==> src/rtl/dmem_arbiter.sv <==
// -----------------------------------------------------------------------------
// dmem_arbiter
// Two-port arbiter in front of a single-ported data memory with a
// combinational read path.
//   port 0 : CPU memory stage (default priority)
//   port 1 : DMA / loader (anti-starvation via wait1, optional lock)
//
// Handshake: a requester raises reqN with weN/addrN/wdataN/beN and holds
// them until gntN is high. gntN is combinational. The access completes at
// the rising edge that ends the grant cycle. rvalidN pulses for one cycle
// after that edge with rdataN/rerrN. A new request may be presented in the
// cycle right after the grant.
//
// Ports:
//   clk, reset_n                 clock, synchronous active-low reset
//   req*/we*/addr*/wdata*/be*    request side of each port
//   lock1                        port 1 asks to keep ownership
//   gnt*, rdata*, rvalid*, rerr* grant and registered response per port
//   stall0                       req0 & ~gnt0 for the hazard unit
//   mem_we/mem_a/mem_wd/mem_be   memory command from the granted port
//   mem_rd                       combinational memory read data
//   dbg_state                    current FSM state (0 = ARB, 1 = LOCK1)
//
// be codes: 1111 word, 0001 byte, 0011 half; bit 3 set on a sub-word read
// selects sign extension (1001 signed byte, 1011 signed half).
// -----------------------------------------------------------------------------
module dmem_arbiter #(
  parameter int MAX_WAIT = 4,
  parameter int MAX_LOCK = 8
) (
  input  logic        clk,
  input  logic        reset_n,
  input  logic        req0,
  input  logic        req1,
  input  logic        we0,
  input  logic        we1,
  input  logic [31:0] addr0,
  input  logic [31:0] addr1,
  input  logic [31:0] wdata0,
  input  logic [31:0] wdata1,
  input  logic [3:0]  be0,
  input  logic [3:0]  be1,
  input  logic        lock1,
  output logic        gnt0,
  output logic        gnt1,
  output logic [31:0] rdata0,
  output logic [31:0] rdata1,
  output logic        rvalid0,
  output logic        rvalid1,
  output logic        rerr0,
  output logic        rerr1,
  output logic        stall0,
  output logic        mem_we,
  output logic [31:0] mem_a,
  output logic [31:0] mem_wd,
  output logic [3:0]  mem_be,
  input  logic [31:0] mem_rd,
  output logic        dbg_state
);

  localparam logic [0:0] S_ARB   = 1'b0;
  localparam logic [0:0] S_LOCK1 = 1'b1;

  localparam int WAIT_W = (MAX_WAIT < 1) ? 1 : $clog2(MAX_WAIT + 1);
  localparam int LOCK_W = (MAX_LOCK < 2) ? 1 : $clog2(MAX_LOCK + 1);

  logic [0:0]        state_q, state_d;
  logic [WAIT_W-1:0] wait1_q, wait1_d;
  logic [LOCK_W-1:0] lock_cnt_q, lock_cnt_d;
  logic              rvalid0_q, rvalid0_d, rvalid1_q, rvalid1_d;
  logic              rerr0_q, rerr0_d, rerr1_q, rerr1_d;
  logic [31:0]       rdata0_q, rdata0_d, rdata1_q, rdata1_d;

  logic ill0, ill1;
  logic lock_exit;

  // Legal code table plus alignment: words need a[1:0]=0, halves need a[0]=0.
  function automatic logic is_illegal(input logic we, input logic [3:0] be,
                                      input logic [1:0] a);
    logic ok;
    ok = 1'b0;
    case (be)
      4'b1111: ok = (a == 2'b00);
      4'b0001: ok = 1'b1;
      4'b0011: ok = ~a[0];
      4'b1001: ok = ~we;
      4'b1011: ok = ~we & ~a[0];
      default: ok = 1'b0;
    endcase
    return ~ok;
  endfunction

  // Little-endian lane select of the word returned by memory.
  function automatic logic [31:0] load_ext(input logic [31:0] rd,
                                           input logic [1:0] a,
                                           input logic [3:0] be);
    logic [7:0]  b;
    logic [15:0] h;
    logic [31:0] r;
    case (a)
      2'd0:    b = rd[7:0];
      2'd1:    b = rd[15:8];
      2'd2:    b = rd[23:16];
      default: b = rd[31:24];
    endcase
    h = a[1] ? rd[31:16] : rd[15:0];
    case (be)
      4'b1111: r = rd;
      4'b0001: r = {24'b0, b};
      4'b1001: r = {{24{b[7]}}, b};
      4'b0011: r = {16'b0, h};
      4'b1011: r = {{16{h[15]}}, h};
      default: r = 32'b0;
    endcase
    return r;
  endfunction

  assign ill0 = is_illegal(we0, be0, addr0[1:0]);
  assign ill1 = is_illegal(we1, be1, addr1[1:0]);

  // Grant: nothing while reset is asserted; LOCK1 hands the memory to port 1
  // whenever it asks; ARB favours port 0 unless port 1 has waited MAX_WAIT.
  always_comb begin
    gnt0 = 1'b0;
    gnt1 = 1'b0;
    if (reset_n) begin
      if (state_q == S_LOCK1) begin
        gnt1 = req1;
      end else if (req1 && (!req0 || wait1_q == WAIT_W'(MAX_WAIT))) begin
        gnt1 = 1'b1;
      end else if (req0) begin
        gnt0 = 1'b1;
      end
    end
  end

  assign stall0 = req0 & ~gnt0;

  // Memory command mux: all-zero when idle.
  always_comb begin
    mem_we = 1'b0;
    mem_a  = 32'b0;
    mem_wd = 32'b0;
    mem_be = 4'b0;
    if (gnt0) begin
      mem_we = we0 & ~ill0;
      mem_a  = addr0;
      mem_wd = wdata0;
      mem_be = be0;
    end else if (gnt1) begin
      mem_we = we1 & ~ill1;
      mem_a  = addr1;
      mem_wd = wdata1;
      mem_be = be1;
    end
  end

  // Response capture: reads of legal codes return the extracted lane, writes
  // and illegal requests return zero data.
  always_comb begin
    rvalid0_d = gnt0;
    rvalid1_d = gnt1;
    rerr0_d   = gnt0 & ill0;
    rerr1_d   = gnt1 & ill1;
    rdata0_d  = (gnt0 && !we0 && !ill0) ? load_ext(mem_rd, addr0[1:0], be0) : 32'b0;
    rdata1_d  = (gnt1 && !we1 && !ill1) ? load_ext(mem_rd, addr1[1:0], be1) : 32'b0;
  end

  assign lock_exit = (state_q == S_LOCK1) &&
                     (!lock1 || lock_cnt_q >= LOCK_W'(MAX_LOCK - 1));

  // FSM and counters. lock_cnt starts at 1 on entry because the ARB cycle
  // that granted port 1 is the first cycle of its ownership window.
  always_comb begin
    state_d    = state_q;
    lock_cnt_d = lock_cnt_q;
    case (state_q)
      S_ARB: begin
        if (gnt1 && lock1 && MAX_LOCK > 1) begin
          state_d    = S_LOCK1;
          lock_cnt_d = LOCK_W'(1);
        end
      end
      default: begin
        if (lock_exit) begin
          state_d    = S_ARB;
          lock_cnt_d = '0;
        end else begin
          lock_cnt_d = lock_cnt_q + LOCK_W'(1);
        end
      end
    endcase

    wait1_d = wait1_q;
    if (!req1 || gnt1 || lock_exit) begin
      wait1_d = '0;
    end else if (wait1_q < WAIT_W'(MAX_WAIT)) begin
      wait1_d = wait1_q + WAIT_W'(1);
    end
  end

  always_ff @(posedge clk) begin
    if (!reset_n) begin
      state_q    <= S_ARB;
      wait1_q    <= '0;
      lock_cnt_q <= '0;
      rvalid0_q  <= 1'b0;
      rvalid1_q  <= 1'b0;
      rerr0_q    <= 1'b0;
      rerr1_q    <= 1'b0;
      rdata0_q   <= 32'b0;
      rdata1_q   <= 32'b0;
    end else begin
      state_q    <= state_d;
      wait1_q    <= wait1_d;
      lock_cnt_q <= lock_cnt_d;
      rvalid0_q  <= rvalid0_d;
      rvalid1_q  <= rvalid1_d;
      rerr0_q    <= rerr0_d;
      rerr1_q    <= rerr1_d;
      rdata0_q   <= rdata0_d;
      rdata1_q   <= rdata1_d;
    end
  end

  assign rvalid0   = rvalid0_q;
  assign rvalid1   = rvalid1_q;
  assign rerr0     = rerr0_q;
  assign rerr1     = rerr1_q;
  assign rdata0    = rdata0_q;
  assign rdata1    = rdata1_q;
  assign dbg_state = state_q;

endmodule

==> config.mk <==
export PLATFORM = sky130hd
export DESIGN_NAME = dmem_arbiter
export DESIGN_NICKNAME = d
export VERILOG_FILES = /design/src/rtl/dmem_arbiter.sv
export SDC_FILE = /design/constraint.sdc
export NUM_CORES = 1
export LEC_CHECK = 0
export ABC_AREA = 0
export CAP_MARGIN = 0
export CORE_AREA = 2 2 123 125
export DETAILED_ROUTE_END_ITERATION = 6
export DIE_AREA = 0 0 125 127
export PLACE_DENSITY = 0.7
export SETUP_SLACK_MARGIN = 0.5
export SYNTH_ARGS = -nofsm -noshare
export SYNTH_HDL_FRONTEND = slang
export SYNTH_SLANG_ARGS = --single-unit
export TNS_END_PERCENT = 20
==> constraint.sdc <==
create_clock -name clk -period 4.5 [get_ports clk]
set_clock_uncertainty 0.2 [all_clocks]
set_input_delay 0.9 -clock clk [delete_from_list [all_inputs] [get_ports clk]]
set_output_delay 0.9 -clock clk [all_outputs]
set_load 0.01 [all_outputs]
---- Word level (Yosys, flattened, before mapping) ----
Cells that the tools add are included.
operators by class
  bitwise gates (word level) .............. 15
  multiplexer cells ....................... 29
  $lt $le $gt $ge ......................... 2
  add/subtract/negate cells ............... 2
  reductions and logical operators ........ 22
  eq/ne operators ......................... 15
operators by type and width
  cell                                                                number
  one-hot mux 32 bit (5 select lines)                                 2
  two-way mux 32 bit                                                  4
  one-hot mux 8 bit (3 select lines)                                  2
  two-way mux 16 bit                                                  2
  == test 4 bit (second input constant)                               6
  two-way mux 4 bit                                                   5
  two-way mux 1 bit                                                   12
  one-hot mux 1 bit (5 select lines)                                  2
  == test 4 x 1 -> 1 bit (second input constant)                      2
  == test 4 x 2 -> 1 bit (second input constant)                      2
  NOT 1 bit                                                           8
  AND 1 bit                                                           7
  logical AND 1 bit                                                   7
  logical NOT 1 bit                                                   5
  adder 4 x 1 -> 4 bit (second input constant)                        1
  == test 2 x 1 -> 1 bit (second input constant)                      2
  == test 2 bit (second input constant)                               2
  greater-or-equal comparator 4 x 3 -> 1 bit (second input constant)  1
  logical NOT 2 bit                                                   2
  logical OR 1 bit                                                    4
  AND reduction 2 bit                                                 2
  adder 3 x 1 -> 3 bit (second input constant)                        1
  == test 3 bit (second input constant)                               1
  less-than comparator 3 bit (second input constant)                  1
  2 further kinds                                                     2
word-level totals
  flip-flop bits (word level) ............. 76

---- Logic depth before layout (Yosys ltp) ----
  depth after elaboration ................. 9
  depth in mapped cells ................... 8
  gate-level depth less buffers ........... 6

---- Worst setup path after synthesis ----
Ideal clock, no wire load.
  path type ............................... input port to output port
  from .................................... input req0
  to ...................................... output mem_we
  slack ................................... 1.491 ns
  stages on the path ...................... 6
  arrival time ............................ 1.909 ns
  buffers on the path ..................... 2
  required time ........................... 3.400 ns
  path through ............................ nor2b_2 > and3_1 > buf_2 > buf_2 > nand2_1 > o22ai_1
RTL lines
  what                   RTL line  RTL
  start: declaration     33        input logic req0,
  logical NOT 1 bit      129       end else if (req1 && (!req0 || wait1_q == WAIT_W'(MAX_WAIT))) begin
  logical OR 1 bit       129
  logical AND 1 bit      129
  two-way mux 1 bit (*)  129
  two-way mux 1 bit (*)  127       if (state_q == S_LOCK1) begin
  two-way mux 1 bit (*)  126       if (reset_n) begin
  via gnt0               44        output logic gnt0,
  two-way mux 1 bit (*)  145       if (gnt0) begin
  end: declaration       53        output logic mem_we,
The timed path passes the listed nets; every way through them passes the cells marked *.

---- Worst setup path in the final report ----
  from .................................... input req0
  to ...................................... output mem_wd[15]
on the way
  cells in the longest elaborated chain, start to end .. 8
ends and longest elaborated chain
  what                    RTL line  RTL
  logical NOT 1 bit       129
  logical OR 1 bit        129
  logical AND 1 bit       129
  two-way mux 1 bit       129
  two-way mux 1 bit       127
  two-way mux 1 bit       126
  two-way mux 32 bit      150       end else if (gnt1) begin
  two-way mux 32 bit (*)  145
  end: declaration        55        output logic [31:0] mem_wd,
Every way passes the cells marked *; elsewhere a longest branch is shown, timed or not.

==> summary.md <==
| Metric | Value |
|---|---|
| Status | `finished clean` |
| Warnings from Yosys | `0` |
| Area fraction in compound gates after synthesis | `0.333` |
| Initial antenna violation count | `1` |
| Final hold vios | `0` |
| Cell area power density | `255 nW/µm²` |
| Number of violations of the max-capacitance limit | `0` |
| Fill count | `1261` |
| Number of design-rule violations left by the first detailed-router iteration | `491` |
| Syn nets | `600` |
| Clock Sink Count | `76` |
| Synthesized area per cell | `9.94 µm²` |
| DRT antenna net count | `0` |
| Global route total overflow | `0` |
| Die outline height | `127 µm` |
| I/O Buffers | `315` |
| Core region area | `14400 µm²` |
| Design Power | `0.00200 W` |
| Leak | `2.79 nW` |
| Post-route DRC violation count | `0` |
| Area enclosed by the die boundary | `15900 µm²` |
| Number of buffers on the longest clock path | `2` |
| Std cell rows | `44` |
| Mux contribution to synthesized area | `0.102` |
| Clock tree from TritonCTS | `done` |
| Post-place instance area | `7460 µm²` |
| Post-DP HPWL | `15.1 mm` |
| Initial Utilization | `0.291` |
| Non-filler instance count after layout | `917` |
| Largest net degree at the start of global routing | `44` |
| Max transition margin | `0.413` |
| Post-Route Utilization | `0.545` |
| Clock root cell | `sky130_fd_sc_hd__clkbuf_16` |
| Design Area, Final | `7870 µm²` |
| Arrival time at the worst endpoint | `2850 ps` |
| Clock transition at the registers of the reported paths | `60 ps` |
| Count of TritonRoute iterations in the first routing pass | `7` |
| Global-route total usage across every layer | `0.224` |
| Critical path data required time | `3400 ps` |
| Overall die width | `125 µm` |
| Most common cell after layout, fill and taps aside | `sky130_fd_sc_hd__clkdlybuf4s50_1` |
| Final TNS setup | `0 ps` |
| Fin crit share | `0.878` |
| Most frequent cells in the layout | `308 x sky130_fd_sc_hd__clkdlybuf4s50_1, 76 x sky130_fd_sc_hd__dfxtp_1, 68 x sky130_fd_sc_hd__a22o_1` |
| Vias in the first global route | `4947` |
| Register cell area after layout | `1520 µm²` |
| Unrepaired setup endpoints after global routing | `yes` |
| Total standard cell area after synthesis | `4190 µm²` |
| DR vias | `4874` |
| Number of buffers added by the clock tree synthesis step | `9` |
| Wire length per cell | `20.2 µm` |
| Capturing element type of the critical path | `primary output` |
| Source-to-sink clock delay at the later pin of the worst-skew pair | `330 ps` |
| Endpoints failing setup | `0` |
| Synthesized-area fraction occupied by and/or/nand/nor cells | `0.126` |
| Hold buffers post-CTS | `0` |
| Post-synthesis xor/xnor area fraction | `0.00209` |
| Adder and majority cell fraction of the synthesized area | `0.00895` |
| Top-level I/O count | `316` |
| Top fanout value on the critical path | `30` |
| Inst Count DP | `897` |
| Total wirelength of the detailed-routed design | `18.5 mm` |
| CP startpoint kind | `input pin` |
| Worst vdd ir | `0.198 mV` |
| Number of instances in the synthesized netlist | `422` |
| Number of library cell types mapped by synthesis | `49` |
| Hold/Removal Path Class | `register to register` |
| Worst Setup Path Type | `input pin to primary output` |
| Largest family of logic cells by synthesized area | `compound AO/OA/AOI/OAI gates` |
| Clock period minus worst slack | `3950 ps` |
| Tightest Pin Transition | `876 ps` |
| Highest clock frequency the design can meet | `0.253 GHz` |
| Global-route wire length before repair | `27.8 mm` |
| H-tree depth reported by CTS | `3` |
| Sequential fraction of the synthesis area | `0.363` |
| Per-cell via count in the routed design | `5.32` |
| Proportion of layout cells with a drive suffix above 1 | `0.117` |
| Synthesis-to-finish area growth | `87.6%` |
| Multi-input gate area | `2420 µm²` |
| Register bit count reported by yosys | `76` |
| Number of max-slew violations in the final report | `0` |
| Count of nets after finishing | `905` |
| Placer congestion estimate | `0.895` |
## through the flow
step,hold slack [ps],setup WS (ps)
2_1_floorplan,250,1490
3_3_place_gp,267,353
3_5_place_dp,286,331
4_1_cts,304,506
5_1_grt,330,487
6_report,305,551
## critical path: stages
cell and delay [ps]:
sky130_fd_sc_hd__clkdlybuf4s50_1 480, sky130_fd_sc_hd__nor2b_4 210, sky130_fd_sc_hd__and3_4 260, sky130_fd_sc_hd__buf_12 110, sky130_fd_sc_hd__buf_12 160, sky130_fd_sc_hd__a22o_1 180
sky130_fd_sc_hd__clkdlybuf4s50_1 540
## logic make-up after synthesis
| kind of cell | after synthesis |
|---|---|
| AOI/OAI and AO/OA | 169 |
| xor gates and xnor gates | 1 |
| muxes | 25 |
| DFF | 76 |
| buffers and inverters | 42 |
| and+or+nand+nor | 106 |
| adders and majority gates | 3 |
## per-layer routing
metal	track usage	routed length (µm)	part of all wire
met5	0	0	0
met4	0.0654	273	0.015
met3	0.0565	1650	0.089
met2	0.410	9610	0.52
met1	0.259	6980	0.38
## state kept, by name, indices dropped and copies added (netlist names)
| register | count |
|---|---|
| rdata1 | 32 |
| rvalid0 | 1 |
| rerr1 | 1 |
| wait1_q | 3 |
| rdata0 | 32 |
| dbg_state | 1 |
| rvalid1 | 1 |
| rerr0 | 1 |
| lock_cnt_q | 4 |
## repair_timing
action / 4_1_cts / 5_1_grt
resized for setup: 8 / 3
setup endpoints to repair: 69 / 6
setup buffers: 3 / 0
endpoints found under the hold margin: 0 / 0
pin swaps: 1 / 0
cloned: 0 / 0
## cell type report
type / instances / share of cell area
timing repair buffer: 330 / 0.422
multi-input combinational: 304 / 0.308
sequential: 76 / 0.193
tap: 184 / 0.0293
clock buffer: 9 / 0.0286
clock inverter: 7 / 0.0154
inverter: 6 / 0.00286
antenna: 1 / 0.000318
## worst paths after layout
| path | end | slack [ps] | startpoint | cells after the start |
|---|---|---|---|---|
| worst max-delay path | mem_wd[15] | 550 | req0 | 7 |
| worst min-delay path | lock_cnt_q[1] | 300 | lock_cnt_q[1] | 2 |
| worst max register to register | rdata0[9] | 2460 | wait1_q[0] | 7 |
| worst min register to register | lock_cnt_q[1] | 300 | lock_cnt_q[1] | 2 |
## synth_stat cells (all sizes together)
| master | instances | area share |
|---|---|---|
| a211o | 1 | 0.0021 |
| a211oi | 4 | 0.011 |
| a21o | 2 | 0.0036 |
| a21oi | 53 | 0.082 |
| a221oi | 2 | 0.0072 |
| a222oi | 14 | 0.033 |
| a22o | 68 | 0.14 |
| a22oi | 16 | 0.029 |
| a32oi | 1 | 0.0021 |
| and2 | 2 | 0.0030 |
| and2b | 2 | 0.0036 |
| and3 | 2 | 0.0030 |
| and4b | 1 | 0.0024 |
| buf | 35 | 0.056 |
| clkbuf | 1 | 0.0033 |
| dfxtp | 76 | 0.36 |
| ha | 3 | 0.0090 |
| inv | 6 | 0.0054 |
| mux2 | 1 | 0.0027 |
| mux2i | 10 | 0.024 |
| mux4 | 14 | 0.075 |
| nand2 | 44 | 0.041 |
| nand2b | 4 | 0.0078 |
| nand3 | 7 | 0.0095 |
| nand3b | 3 | 0.0054 |
| nand4 | 2 | 0.0030 |
| nor2 | 28 | 0.026 |
| nor2b | 5 | 0.0081 |
| nor3b | 2 | 0.0075 |
| o2111ai | 1 | 0.0063 |
| o211ai | 2 | 0.0081 |
| o21ai | 3 | 0.0036 |
| o22ai | 2 | 0.0030 |
| or2 | 4 | 0.0060 |
| xor2 | 1 | 0.0021 |
## power by group
part / total, W / internal [W] / switching (W)
Combinational: 0.000490 / 0.000294 / 0.000196
Clock: 0.000834 / 0.000545 / 0.000289
Sequential: 0.000680 / 0.000677 / 0.00000300
(Power assumes the default switching activity.)
